### src/rtl/traffic_phase_controller_if.sv
// Interval-timer handshake between the phase controller (master) and the timer (slave).
interface traffic_phase_controller_if;
  logic       start_timer;
  logic [3:0] value;
  logic       expired;
  logic       one_hz_enable;

  modport master (output start_timer, output value, input expired, input one_hz_enable);
  modport slave  (input start_timer, input value, output expired, output one_hz_enable);
endinterface

### src/rtl/traffic_phase_controller.sv
// Traffic-light phase sequencer; arms the interval timer on every state entry.
// state       | meaning
// ALL_RED     | clearance, every lamp red
// MAIN_GREEN  | base main-road green
// MAIN_EXT    | main green extended while no demand is waiting
// MAIN_YELLOW | main-road yellow
// SIDE_GREEN  | side-road green
// SIDE_YELLOW | side-road yellow
// WALK        | steady pedestrian walk
// WALK_BLINK  | flashing walk, toggles on the 1 Hz tick
module traffic_phase_controller #(
  parameter logic [3:0] T_ALLRED = 4'd1,
  parameter logic [3:0] T_MAIN   = 4'd6,
  parameter logic [3:0] T_EXT    = 4'd2,
  parameter logic [3:0] T_SIDE   = 4'd4,
  parameter logic [3:0] T_YEL    = 4'd2,
  parameter logic [3:0] T_WALK   = 4'd4,
  parameter logic [3:0] T_BLINK  = 4'd3
) (
  input  logic                              clock,
  input  logic                              reset,
  traffic_phase_controller_if.master        tmr,
  input  logic                              side_sensor,
  input  logic                              walk_request,
  output logic [2:0]                        main_light,
  output logic [2:0]                        side_light,
  output logic                              walk_lamp,
  output logic [2:0]                        state_code
);

  typedef enum logic [2:0] {
    ALL_RED     = 3'd0,
    MAIN_GREEN  = 3'd1,
    MAIN_EXT    = 3'd2,
    MAIN_YELLOW = 3'd3,
    SIDE_GREEN  = 3'd4,
    SIDE_YELLOW = 3'd5,
    WALK        = 3'd6,
    WALK_BLINK  = 3'd7
  } state_t;

  localparam logic [2:0] LAMP_RED = 3'b100;
  localparam logic [2:0] LAMP_YEL = 3'b010;
  localparam logic [2:0] LAMP_GRN = 3'b001;

  state_t     state, state_nxt;
  logic       arm, arm_nxt;
  logic       pend, pend_nxt;
  logic       start_nxt;
  logic       enter;
  logic       walk_nxt;
  logic [3:0] value_nxt;
  logic [2:0] main_nxt, side_nxt;

  // The timer cannot count a zero-length interval, so zero is promoted to one.
  function automatic logic [3:0] nz(input logic [3:0] v);
    return (v == 4'd0) ? 4'd1 : v;
  endfunction

  function automatic logic [3:0] interval_of(input state_t s);
    case (s)
      MAIN_GREEN:               return nz(T_MAIN);
      MAIN_EXT:                 return nz(T_EXT);
      MAIN_YELLOW, SIDE_YELLOW: return nz(T_YEL);
      SIDE_GREEN:               return nz(T_SIDE);
      WALK:                     return nz(T_WALK);
      WALK_BLINK:               return nz(T_BLINK);
      default:                  return nz(T_ALLRED);
    endcase
  endfunction

  always_comb begin
    state_nxt = state;
    arm_nxt   = arm;
    pend_nxt  = pend;
    start_nxt = 1'b0;
    enter     = 1'b0;
    value_nxt = tmr.value;
    walk_nxt  = walk_lamp;

    if (walk_request && state != WALK && state != WALK_BLINK)
      pend_nxt = 1'b1;

    // expired still reflects the previous interval during the start pulse
    if (arm) begin
      arm_nxt   = 1'b0;
      start_nxt = 1'b1;
      value_nxt = nz(T_ALLRED);
    end else if (!tmr.start_timer && tmr.expired) begin
      enter = 1'b1;
      case (state)
        ALL_RED:              state_nxt = MAIN_GREEN;
        MAIN_GREEN, MAIN_EXT: state_nxt = (side_sensor || pend) ? MAIN_YELLOW : MAIN_EXT;
        MAIN_YELLOW:          state_nxt = pend ? WALK : SIDE_GREEN;
        SIDE_GREEN:           state_nxt = SIDE_YELLOW;
        SIDE_YELLOW:          state_nxt = ALL_RED;
        WALK:                 state_nxt = WALK_BLINK;
        WALK_BLINK:           state_nxt = ALL_RED;
        default:              state_nxt = ALL_RED;
      endcase
    end

    if (enter) begin
      start_nxt = 1'b1;
      value_nxt = interval_of(state_nxt);
      walk_nxt  = (state_nxt == WALK) || (state_nxt == WALK_BLINK);
      if (state_nxt == WALK)
        pend_nxt = 1'b0;
    end else if (state == WALK_BLINK && tmr.one_hz_enable) begin
      walk_nxt = ~walk_lamp;
    end

    case (state_nxt)
      MAIN_GREEN, MAIN_EXT: main_nxt = LAMP_GRN;
      MAIN_YELLOW:          main_nxt = LAMP_YEL;
      default:              main_nxt = LAMP_RED;
    endcase

    case (state_nxt)
      SIDE_GREEN:  side_nxt = LAMP_GRN;
      SIDE_YELLOW: side_nxt = LAMP_YEL;
      default:     side_nxt = LAMP_RED;
    endcase
  end

  always_ff @(posedge clock or negedge reset) begin
    if (!reset) begin
      state           <= ALL_RED;
      arm             <= 1'b1;
      pend            <= 1'b0;
      tmr.start_timer <= 1'b0;
      tmr.value       <= nz(T_ALLRED);
      main_light      <= LAMP_RED;
      side_light      <= LAMP_RED;
      walk_lamp       <= 1'b0;
    end else begin
      state           <= state_nxt;
      arm             <= arm_nxt;
      pend            <= pend_nxt;
      tmr.start_timer <= start_nxt;
      tmr.value       <= value_nxt;
      main_light      <= main_nxt;
      side_light      <= side_nxt;
      walk_lamp       <= walk_nxt;
    end
  end

  assign state_code = state;

endmodule

### src/flat_wrapper.sv
// flat-port wrapper written by rule: the top's interface ports become plain ports
module traffic_phase_controller_flat 
#(
  parameter logic [3:0] T_ALLRED = 4'd1,
  parameter logic [3:0] T_MAIN   = 4'd6,
  parameter logic [3:0] T_EXT    = 4'd2,
  parameter logic [3:0] T_SIDE   = 4'd4,
  parameter logic [3:0] T_YEL    = 4'd2,
  parameter logic [3:0] T_WALK   = 4'd4,
  parameter logic [3:0] T_BLINK  = 4'd3
)
  (clock, reset, side_sensor, walk_request, main_light, side_light, walk_lamp, state_code, tmr_start_timer, tmr_value, tmr_expired, tmr_one_hz_enable);
  traffic_phase_controller_if tmr_i ();
  input  logic clock;
  input  logic reset;
  input  logic side_sensor;
  input  logic walk_request;
  output logic [2:0] main_light;
  output logic [2:0] side_light;
  output logic walk_lamp;
  output logic [2:0] state_code;
  output wire logic [$bits(tmr_i.start_timer)-1:0] tmr_start_timer;
  output wire logic [$bits(tmr_i.value)-1:0] tmr_value;
  input wire logic [$bits(tmr_i.expired)-1:0] tmr_expired;
  input wire logic [$bits(tmr_i.one_hz_enable)-1:0] tmr_one_hz_enable;
  assign tmr_start_timer = tmr_i.start_timer;
  assign tmr_value = tmr_i.value;
  assign tmr_i.expired = tmr_expired;
  assign tmr_i.one_hz_enable = tmr_one_hz_enable;
  traffic_phase_controller #(.T_ALLRED(T_ALLRED), .T_MAIN(T_MAIN), .T_EXT(T_EXT), .T_SIDE(T_SIDE), .T_YEL(T_YEL), .T_WALK(T_WALK), .T_BLINK(T_BLINK)) u_core (.clock(clock), .reset(reset), .tmr(tmr_i), .side_sensor(side_sensor), .walk_request(walk_request), .main_light(main_light), .side_light(side_light), .walk_lamp(walk_lamp), .state_code(state_code));
endmodule
### config.mk
export PLATFORM = sky130hd
export DESIGN_NAME = traffic_phase_controller_flat
export DESIGN_NICKNAME = d
export VERILOG_FILES = /design/src/rtl/traffic_phase_controller_if.sv /design/src/rtl/traffic_phase_controller.sv /design/src/flat_wrapper.sv
export SDC_FILE = /design/constraint.sdc
export NUM_CORES = 1
export LEC_CHECK = 0
export CORE_MARGIN = 8
export CORE_UTILIZATION = 49
export DETAILED_ROUTE_END_ITERATION = 12
export GPL_TIMING_DRIVEN = 0
export PLACE_DENSITY = 0.81
export RECOVER_POWER = 100
export SLEW_MARGIN = 20
export SYNTH_ARGS = -nofsm -noshare
export SYNTH_HDL_FRONTEND = slang
export SYNTH_SLANG_ARGS = --single-unit
### constraint.sdc
create_clock -name clock -period 2.7 [get_ports clock]
set_input_delay 0.81 -clock clock [delete_from_list [all_inputs] [get_ports clock]]
set_output_delay 0.81 -clock clock [all_outputs]
set_load 0.02 [all_outputs]
==> impl_results.md, run 1 <==
- Synth Flop Type: dfrtp_1
- Switching Fraction: 0.402
- Area growth syn-to-layout: 30.4%
- Setup crit start kind: register
- Sink Count: 16
- Required @ worst endpoint: 1.89 ns
- Final Hold Fails: 0
- Post-Synthesis Cells: 72
- DIE AREA: 0.00312 mm²
- Final #Nets: 103
- DR DRC count: 0
- Leak: 0.000453 µW
- Critical Path Fanout Max: 2
- Cell count of the worst reg-to-reg path: 4
- Starting Density: 0.517
- Max-cap violations: 0
- Synth top area share: 0.386
- Post-synth EDFFs: 0
- Hold Path Stages: 1
- Cell Rows: 14
- First-pass GRT wire length: 2880 µm
- Core area: 0.00151 mm²
- Register bit count reported by yosys: 16
- Initial DRC count: 18
- Post-synth cell types: 37
- Reg-to-Reg End: u_core.tmr.value[2]$_DFFE_PN0P_
- Clock edge transition at the registers on the reported setup and hold paths: 0.09 ns
- Die W: 55.9 µm
- CP max stage cell: dlygate4sd3_1
- H-tree depth: 1
- Worst path bufs/invs: 1
- Fin. max-slew vios: 0
- P_int: 610 µW
- Cell with the most instances after synthesis: dfrtp_1
- Setup_tns: 0 ns
- Sw power: 410 µW
- Origin of the critical flop-to-flop path: u_core.tmr.start_timer$_DFF_PN0_
- Worst-skew pair later-pin latency: 0.28 ns
- GR Util All Layers: 0.111
- Clk pwr share: 0.151
- Port Buf Inserts: 19
- DR pass1 iterations: 4
- WL per Instance: 15.1 µm
- Chip Height: 55.9 µm
- Vias per Instance: 5.55
- CTS Buffer Depth: 2
- Top cell type by total area after synthesis: dfrtp_1
- Root buffer selected by CTS: clkbuf_4
- Flop pwr share: 0.365
- Max frequency: 0.436 GHz
- Placed Area: 992 µm²
- Final instance area: 0.00101 mm²
- WL final: 1690 µm
- Antenna violations before repair: 0
- CP cell instances: dlygate4sd3_1
- Outcome: completed
- Final HPWL from detailed placement: 1240 µm
- Warning count from the yosys run: 0
- Placed instance count: 108
- Cts bufs inserted: 3
- CP arrival: 1.48 ns
- Worst setup path start: u_core.tmr.value[0]$_DFFE_PN1P_
- Slew HR: 0.530
- Post-synthesis sequential area ratio: 0.521
- Post-DRT Antenna Nets: 0
- Post-CTS Setup Bufs: 0
- Skew final: 0.00285 ns
- WP depth: 1
- Post-synth top cells: 12 x dfrtp_1, 5 x a21oi_1, 5 x o21ai_0
- CP Capture Point: tmr_value[0]
- Post-synth ARST share: 1.00
- Syn_area_per_cell: 10.8 µm²
- CTS tree: built
- Hold Startpoint: u_core.tmr.value[2]$_DFFE_PN0P_
- CP max stage delay: 0.67 ns
- Pwr/cell area: 1010 mW/mm²
- Combinational Power Share: 0.484
- DR vias: 622
- Min Tclk post-route: 2.29 ns
- Num ports: 21
- Post-CTS Hold Buffers: 0
- Crit. End Element: output pin
- Grt ovf: 0
- RSZ-0062 raised after global routing: no
- Vias in the first global route: 619
- Worst-Margin Slew: 0.703 ns
- Share of cells above drive strength 1: 0.135
- Final cell count without fillers: 112
- Critical path class: register to output pin
- PostCTS Resize Cnt: 0
- Antenna cell count: 0
- CP delay by family, top: buffers and inverters
- Mapped Area: 778 µm²
- Largest cells by area after synthesis: dfrtp_1 39%, dfstp_2 14%, a21oi_1 3.2%
- Setup violators final: 0
- HP Class: register to register
- Fin crit share: 0.849
- Placer congestion estimate: 0.822
- Worst VDD drop: 0.484 mV
- Largest net degree at the start of global routing: 17
- Worst R2R Setup Slack: 1.16 ns
-- worst min path at each step --
| stage | to |
|---|---|
| finish | u_core.tmr.value[2]$_DFFE_PN0P_ |
| global route | u_core.tmr.value[2]$_DFFE_PN0P_ |
| CTS | u_core.tmr.value[2]$_DFFE_PN0P_ |
| detailed placement | u_core.tmr.value[2]$_DFFE_PN0P_ |
| global placement | u_core.tmr.value[2]$_DFFE_PN0P_ |
| floorplan | u_core.main_light[0]$_DFF_PN0_ |
-- per-layer routing --
| metal | vias to the layer above | wire [µm] | global-route usage |
|---|---|---|---|
| li1 | 303 | - | - |
| met1 | 294 | 690 | 0.127 |
| met2 | 21 | 892 | 0.184 |
| met3 | 4 | 69 | 0.0274 |
| met4 | 0 | 40 | 0.0619 |
| met5 | - | 0 | 0 |
-- area by class of cell --
type / instances / area, µm²
fillers: 122 / 492
flip-flops and latches: 16 / 405
multi-input cells: 48 / 324
repair buffers: 19 / 190
clock buffers: 4 / 36.3
plain buffers: 5 / 23.8
well taps: 16 / 20.0
inverters: 4 / 15.0
-- logic make-up (layout without fill, tap and decap cells) --
group,after synthesis,count (layout),share of synthesized area
AOI/OAI and AO/OA,23,23,0.209
xor gates and xnor gates,2,2,0.0225
and+or+nand+nor,20,20,0.170
buffers and inverters,9,32,0.0595
DFF,16,16,0.521
muxes,1,1,0.0129
other,1,2,0.00482
-- through the flow --
step | hold slack [ns] | utilization | power [µW] | setup WS (ns)
after floorplan | 0.514 | - | 698 | 1.02
after global placement | 0.462 | 0.659 | 893 | 0.450
after detailed placement | 0.477 | 0.659 | 907 | 0.437
after CTS | 0.499 | 0.683 | 1060 | 0.467
after global routing | 0.521 | 0.674 | 1090 | 0.361
final | 0.496 | 0.674 | 1020 | 0.408
-- cells in the final DEF, fill, tap and decap left out, types with 2 or more instances in the layout --
master / instances
nand3_1: 2
dfstp_2: 4
conb_1: 2
clkbuf_1: 3
dfrtp_1: 12
a31oi_1: 2
nor2b_1: 3
o211ai_1: 2
dlygate4sd3_1: 16
clkbuf_4: 3
nor2_1: 2
o21ai_0: 6
clkdlybuf4s50_1: 3
inv_1: 4
a21oi_1: 5
nand2_1: 4
-- sequential cells by signal, indices dropped and copies added (netlist names) --
register	flops
u_core.tmr.start_timer	1
u_core.pend	1
u_core.main_light	3
u_core.side_light	3
u_core.walk_lamp	1
u_core.arm	1
u_core.tmr.value	3
u_core.state_code	3
-- power by group through the flow --
stage | Sequential (µW) | Combinational [µW] | Clock (µW)
after global routing | 380 | 545 | 169
after floorplan | 465 | 233 | 0
after detailed placement | 381 | 526 | 0
after global placement | 377 | 517 | 0
after CTS | 376 | 529 | 157
final | 372 | 494 | 154
(Power assumes the default switching activity.)
==> inputs of run 2 (changes only) <==
CORE_ASPECT_RATIO = 0.75   (was unset)
CORE_UTILIZATION = 41   (was 49)
PLACE_DENSITY = 0.72   (was 0.81)
clock period = 1.9 ns   (was 2.7 ns; I/O delays follow)
==> impl_results.md, run 2 (synthesized netlist as in run 1, its figures left out) <==
- Outcome: completed
- Final Hold Fails: 0 (unchanged)
- Cell Rows: 13 (-1)
- First-pass GRT wire length: 2750 µm (-4.8%)
- Final #Nets: 103 (unchanged)
- GR Util All Layers: 0.100 (-0.0112)
- Setup crit start kind: input pin
- Final HPWL from detailed placement: 1210 µm (-3.1%)
- Antenna violations before repair: 0 (unchanged)
- Worst R2R Setup Slack: 0.49 ns (-0.67 ns)
- Fin. max-slew vios: 0 (unchanged)
- Starting Density: 0.443 (-0.0736)
- Fin crit share: 0.966
- Worst-skew pair later-pin latency: 0.28 ns (about the same)
- Max-cap violations: 0 (unchanged)
- Worst VDD drop: 0.944 mV (+95%)
- H-tree depth: 1 (unchanged)
- Largest net degree at the start of global routing: 17 (unchanged)
- Critical path class: input pin to register
- Final Util: 0.573 (-0.100)
- Most common cell after layout, fill and taps aside: dfrtp_1
- Die W: 66.3 µm (+19%)
- Post-DRT Antenna Nets: 0 (unchanged)
- Chip Height: 53.7 µm (-3.8%)
- CTS Buffer Depth: 2 (unchanged)
- DR vias: 594 (-4.5%)
- Slew HR: 0.539 (+0.00935)
- Crit. End Element: register
- Antenna cell count: 0 (unchanged)
- HP Class: register to register
- Required @ worst endpoint: 2.13 ns (+0.24 ns)
- Placer congestion estimate: 0.806 (-1.9%)
- DR pass1 iterations: 4 (unchanged)
- Cts bufs inserted: 3 (unchanged)
- Fill cell count: 152 (+25%)
- Sink Count: 16 (unchanged)
- RSZ-0062 raised after global routing: no
- Num ports: 21 (unchanged)
- CTS tree: built
- DIE AREA: 0.00356 mm² (+14%)
- Clock edge transition at the registers on the reported setup and hold paths: 0.10 ns (about the same)
- Vias per Instance: 5.03 (-9.4%)
- WL final: 1620 µm (-4.4%)
- Share of cells above drive strength 1: 0.135 (unchanged)
- Pwr/cell area: 1420 mW/mm² (+42%)
- Skew final: 0.00748 ns (+0.00463 ns)
- Leak: 0.000445 µW (-1.8%)
- Worst-Margin Slew: 0.689 ns (-0.0140 ns)
- DR DRC count: 0 (unchanged)
- CP arrival: 2.07 ns (+0.59 ns)
- Grt ovf: 0 (unchanged)
- Post-route total power: 1430 µW (+41%)
- WL per Instance: 13.7 µm (-9.3%)
- Max frequency: 0.545 GHz
- Port Buf Inserts: 19 (unchanged)
- Setup violators final: 0 (unchanged)
- Critical Path Fanout Max: 6 (+4)
- Min Tclk post-route: 1.84 ns
- Vias in the first global route: 601 (-2.9%)
- Core area: 0.00176 mm² (+17%)
- Most frequent cells in the layout: 12 x dfrtp_1, 11 x clkdlybuf4s50_1, 6 x o21ai_0, 6 x dlygate4sd2_1, 5 x a21oi_1
- Initial DRC count: 9 (-9)
- Root buffer selected by CTS: clkbuf_4
- Area growth syn-to-layout: 29.4%
run 2: path summary, 6_finish.rpt:
| check | startpoint | end | depth (start not counted) |
|---|---|---|---|
| worst min register to register | u_core.tmr.value[2]$_DFFE_PN0P_ | u_core.tmr.value[2]$_DFFE_PN0P_ | 1 |
| worst min-delay path | u_core.tmr.value[2]$_DFFE_PN0P_ | u_core.tmr.value[2]$_DFFE_PN0P_ | 1 |
| worst max-delay path | tmr_expired | u_core.main_light[0]$_DFF_PN0_ | 5 |
| min in group asynchronous | reset | u_core.state_code[1]$_DFF_PN0_ | 1 |
| worst max register to register | u_core.tmr.start_timer$_DFF_PN0_ | u_core.main_light[0]$_DFF_PN0_ | 4 |
| max in group asynchronous | reset | u_core.state_code[2]$_DFF_PN0_ | 1 |
run 2: per-stage QoR:
stage | instance area [µm²] | setup TNS, ns | hold slack (ns) | setup slack (ns) | cells
2_1_floorplan | 782 | 0 | 0.274 | 0.462 | 73
3_3_place_gp | 1000 | -0.353 | 0.462 | -0.125 | 114
3_5_place_dp | 1000 | -0.446 | 0.474 | -0.127 | 114
4_1_cts | 1030 | 0 | 0.495 | 0.0562 | 118
5_1_grt | 1010 | 0 | 0.521 | 0.00855 | 118
6_report | 1010 | 0 | 0.487 | 0.0644 | 118
run 2: area by class of cell:
type                            instances  area [µm²]  area share
Buffer                                  5        31.3      0.0311
Clock buffer                            4        36.3      0.0360
Inverter                                4        15.0      0.0149
Multi-Input combinational cell         48         309       0.307
Sequential cell                        16         405       0.402
Tap cell                               22        27.5      0.0273
Timing Repair Buffer                   19         183       0.181
run 2: what timing repair did:
action                                  4_1_cts  5_1_grt
gates resized for setup                       6        0
hold buffers                                  0        0
setup buffers                                 0        0
endpoints found under the setup margin        6        0
endpoints found under the hold margin         0        0
run 2: worst max-delay path: stages:
cell,delay [ns]
dlygate4sd3_1,0.58
or3b_1,0.37
buf_6,0.14
a31oi_1,0.22
o211a_1,0.18
run 2: power breakdown:
group / switching [µW] / internal [µW] / leakage [µW]
clock network: 106 / 117 / 0.0000210
registers: 66.7 / 460 / 0.000191
logic: 400 / 286 / 0.000232
total: 572 / 862 / 0.000445
run 2: metal layers:
metal / up-vias / GRT usage / routed length, µm / part of all wire
met4: 0 / 0.0318 / 12 / 0.0074
met5: - / 0 / 0 / 0
li1: 300 / - / - / -
met1: 279 / 0.121 / 773 / 0.48
met2: 13 / 0.158 / 710 / 0.44
met3: 2 / 0.0435 / 120 / 0.074
==> inputs of run 3 (changes only) <==
CTS_BUF_LIST = sky130_fd_sc_hd__clkbuf_16   (was unset)
==> impl_results.md, run 3 (synthesized netlist as in run 1, its figures left out) <==
- Crit. End Element: output pin
- Die W: 66.3 µm (unchanged)
- Slew HR: 0.541 (+0.00177)
- Most common cell after layout, fill and taps aside: dfrtp_1
- Setup violators final: 0 (unchanged)
- Skew final: 0.00304 ns (-0.00444 ns)
- WL per Instance: 14.6 µm (+6.3%)
- CP arrival: 1.26 ns (-0.81 ns)
- Max frequency: 0.547 GHz (+0.40%)
- Final Hold Fails: 0 (unchanged)
- Clock edge transition at the registers on the reported setup and hold paths: 0.05 ns (-0.05 ns)
- Final #Nets: 103 (unchanged)
- Required @ worst endpoint: 1.33 ns (-0.80 ns)
- Chip Height: 53.7 µm (unchanged)
- Sequential cell area: 405 µm² (unchanged)
- Sink Count: 16 (unchanged)
- Setup crit start kind: register
- CP max stage cell: dlygate4sd3_1
- Setup WS post-layout: 0.0717 ns (+0.00727 ns)
- Cell count of the worst reg-to-reg path: 4 (unchanged)
- Outcome: completed
- DR vias: 611 (+2.9%)
- Worst-skew pair later-pin latency: 0.24 ns (-0.04 ns)
- WL final: 1720 µm (+6.3%)
- Leak: 0.000471 µW (+5.9%)
- Share of cells above drive strength 1: 0.125 (-0.0104)
- Area growth syn-to-layout: 34.2%
- Final instance area: 0.00104 mm² (+3.7%)
- Final HPWL from detailed placement: 1210 µm (unchanged)
- CP max stage delay: 0.65 ns (+0.07 ns)
- Initial DRC count: 5 (-4)
- Fin. max-slew vios: 0 (unchanged)
- GR Util All Layers: 0.106 (+0.00608)
- Worst VDD drop: 0.982 mV (+4.0%)
- RSZ-0062 raised after global routing: no
- CP Capture Point: tmr_value[2]
- DIE AREA: 0.00356 mm² (unchanged)
- Setup_tns: 0 ns (unchanged)
- Antenna violations before repair: 0 (unchanged)
- WP depth: 1 (-4)
- Multi-input logic area: 309 µm² (unchanged)
- Max-cap violations: 0 (unchanged)
- Post-CTS Hold Buffers: 0 (unchanged)
- Worst setup path start: u_core.tmr.value[2]$_DFFE_PN0P_
- Vias in the first global route: 616 (+2.5%)
- Core area: 0.00176 mm² (unchanged)
- Critical path class: register to output pin
- Cell Rows: 13 (unchanged)
- Pwr/cell area: 1530 mW/mm² (+7.7%)
- Placer congestion estimate: 0.806 (unchanged)
- Worst-Margin Slew: 0.687 ns (-0.00265 ns)
- Origin of the critical flop-to-flop path: u_core.tmr.start_timer$_DFF_PN0_
- Post-CTS Setup Bufs: 0 (unchanged)
- Worst R2R Setup Slack: 0.50 ns (about the same)
- Cts bufs inserted: 3 (unchanged)
- Critical Path Fanout Max: 2 (-4)
- Fin crit share: 0.962 (-0.00383)
- Most frequent cells in the layout: 12 x dfrtp_1, 7 x dlygate4sd3_1, 6 x o21ai_0, 6 x clkdlybuf4s50_1
- Worst path bufs/invs: 1 (-1)
- Largest net degree at the start of global routing: 17 (unchanged)
- Reg-to-Reg End: u_core.main_light[0]$_DFF_PN0_
- Port Buf Inserts: 19 (unchanged)
- Post-DRT Antenna Nets: 0 (unchanged)
- CTS tree: built
- Antenna cell count: 0 (unchanged)
- Placed Area: 1000 µm² (unchanged)
- Vias per Instance: 5.18 (+2.9%)
- CP cell instances: dlygate4sd3_1
- CP delay by family, top: buffers and inverters
- Grt ovf: 0 (unchanged)
- CTS Buffer Depth: 2 (unchanged)
- Root buffer selected by CTS: clkbuf_16
- Starting Density: 0.443 (unchanged)
- DR DRC count: 0 (unchanged)
- Fill cell count: 150 (-1.3%)
- Min Tclk post-route: 1.83 ns (-0.00727 ns)
- Worst hold slack: 0.475 ns (-0.0117 ns)
- Pre-CTS WS: -0.127 ns (unchanged)
- DR pass1 iterations: 2 (-2)
- First-pass GRT wire length: 2900 µm (+5.8%)
- HP Class: register to register
- Num ports: 21 (unchanged)
- H-tree depth: 1 (unchanged)
## run 3: per-stage QoR
step                cells  power, µW   util
detailed placement    114       1290  0.569
finish                118       1600  0.595
CTS                   118       1680  0.610
global route          118       1710  0.595
global placement      114       1280  0.569
floorplan              73        991      -
## run 3: how the worst min path moves through the flow
stage,start,end,slack [ns],cells past startpoint
after global routing,u_core.tmr.value[2]$_DFFE_PN0P_,u_core.tmr.value[2]$_DFFE_PN0P_,0.51,1
after detailed placement,u_core.tmr.value[2]$_DFFE_PN0P_,u_core.tmr.value[2]$_DFFE_PN0P_,0.47,1
after CTS,u_core.tmr.value[2]$_DFFE_PN0P_,u_core.tmr.value[2]$_DFFE_PN0P_,0.48,1
after floorplan,reset,u_core.main_light[0]$_DFF_PN0_,0.27,0
after global placement,u_core.tmr.value[2]$_DFFE_PN0P_,u_core.tmr.value[2]$_DFFE_PN0P_,0.46,1
final,u_core.tmr.value[2]$_DFFE_PN0P_,u_core.tmr.value[2]$_DFFE_PN0P_,0.48,1
## run 3: per-layer routing
| metal | routed length, µm | GRT usage | vias to the layer above |
|---|---|---|---|
| li1 | - | - | 298 |
| met1 | 785 | 0.125 | 298 |
| met2 | 801 | 0.176 | 13 |
| met3 | 121 | 0.0435 | 2 |
| met4 | 11 | 0.0318 | 0 |
| met5 | 0 | 0 | - |
## run 3: area by class of cell
type	count	share of cell area
Timing Repair Buffer	19	0.170
Tap cell	22	0.0263
Clock inverter	1	0.00359
Inverter	4	0.0144
Multi-Input combinational cell	48	0.296
Sequential cell	16	0.388
Clock buffer	3	0.0719
Buffer	5	0.0299
## run 3: power by group
| group | switching (µW) | leakage, µW | internal (µW) |
|---|---|---|---|
| Combinational | 407 | 0.000241 | 269 |
| Clock | 120 | 0.0000385 | 278 |
| Sequential | 66.5 | 0.000191 | 461 |
| Total | 594 | 0.000471 | 1010 |
## run 3: worst register-to-register path: cells and delay by family, from the launching register on
| kind | cells | cell delay (ns) |
|---|---|---|
| DFF | 1 | 0.43 |
| buffers and inverters | 1 | 0.14 |
| and+or+nand+nor | 1 | 0.38 |
| AOI/OAI and AO/OA | 2 | 0.39 |
## run 3: what timing repair did
| item | 4_1_cts | 5_1_grt |
|---|---|---|
| gates resized for setup | 5 | 1 |
| setup endpoints to repair | 5 | 1 |
| pin swaps | 0 | 0 |
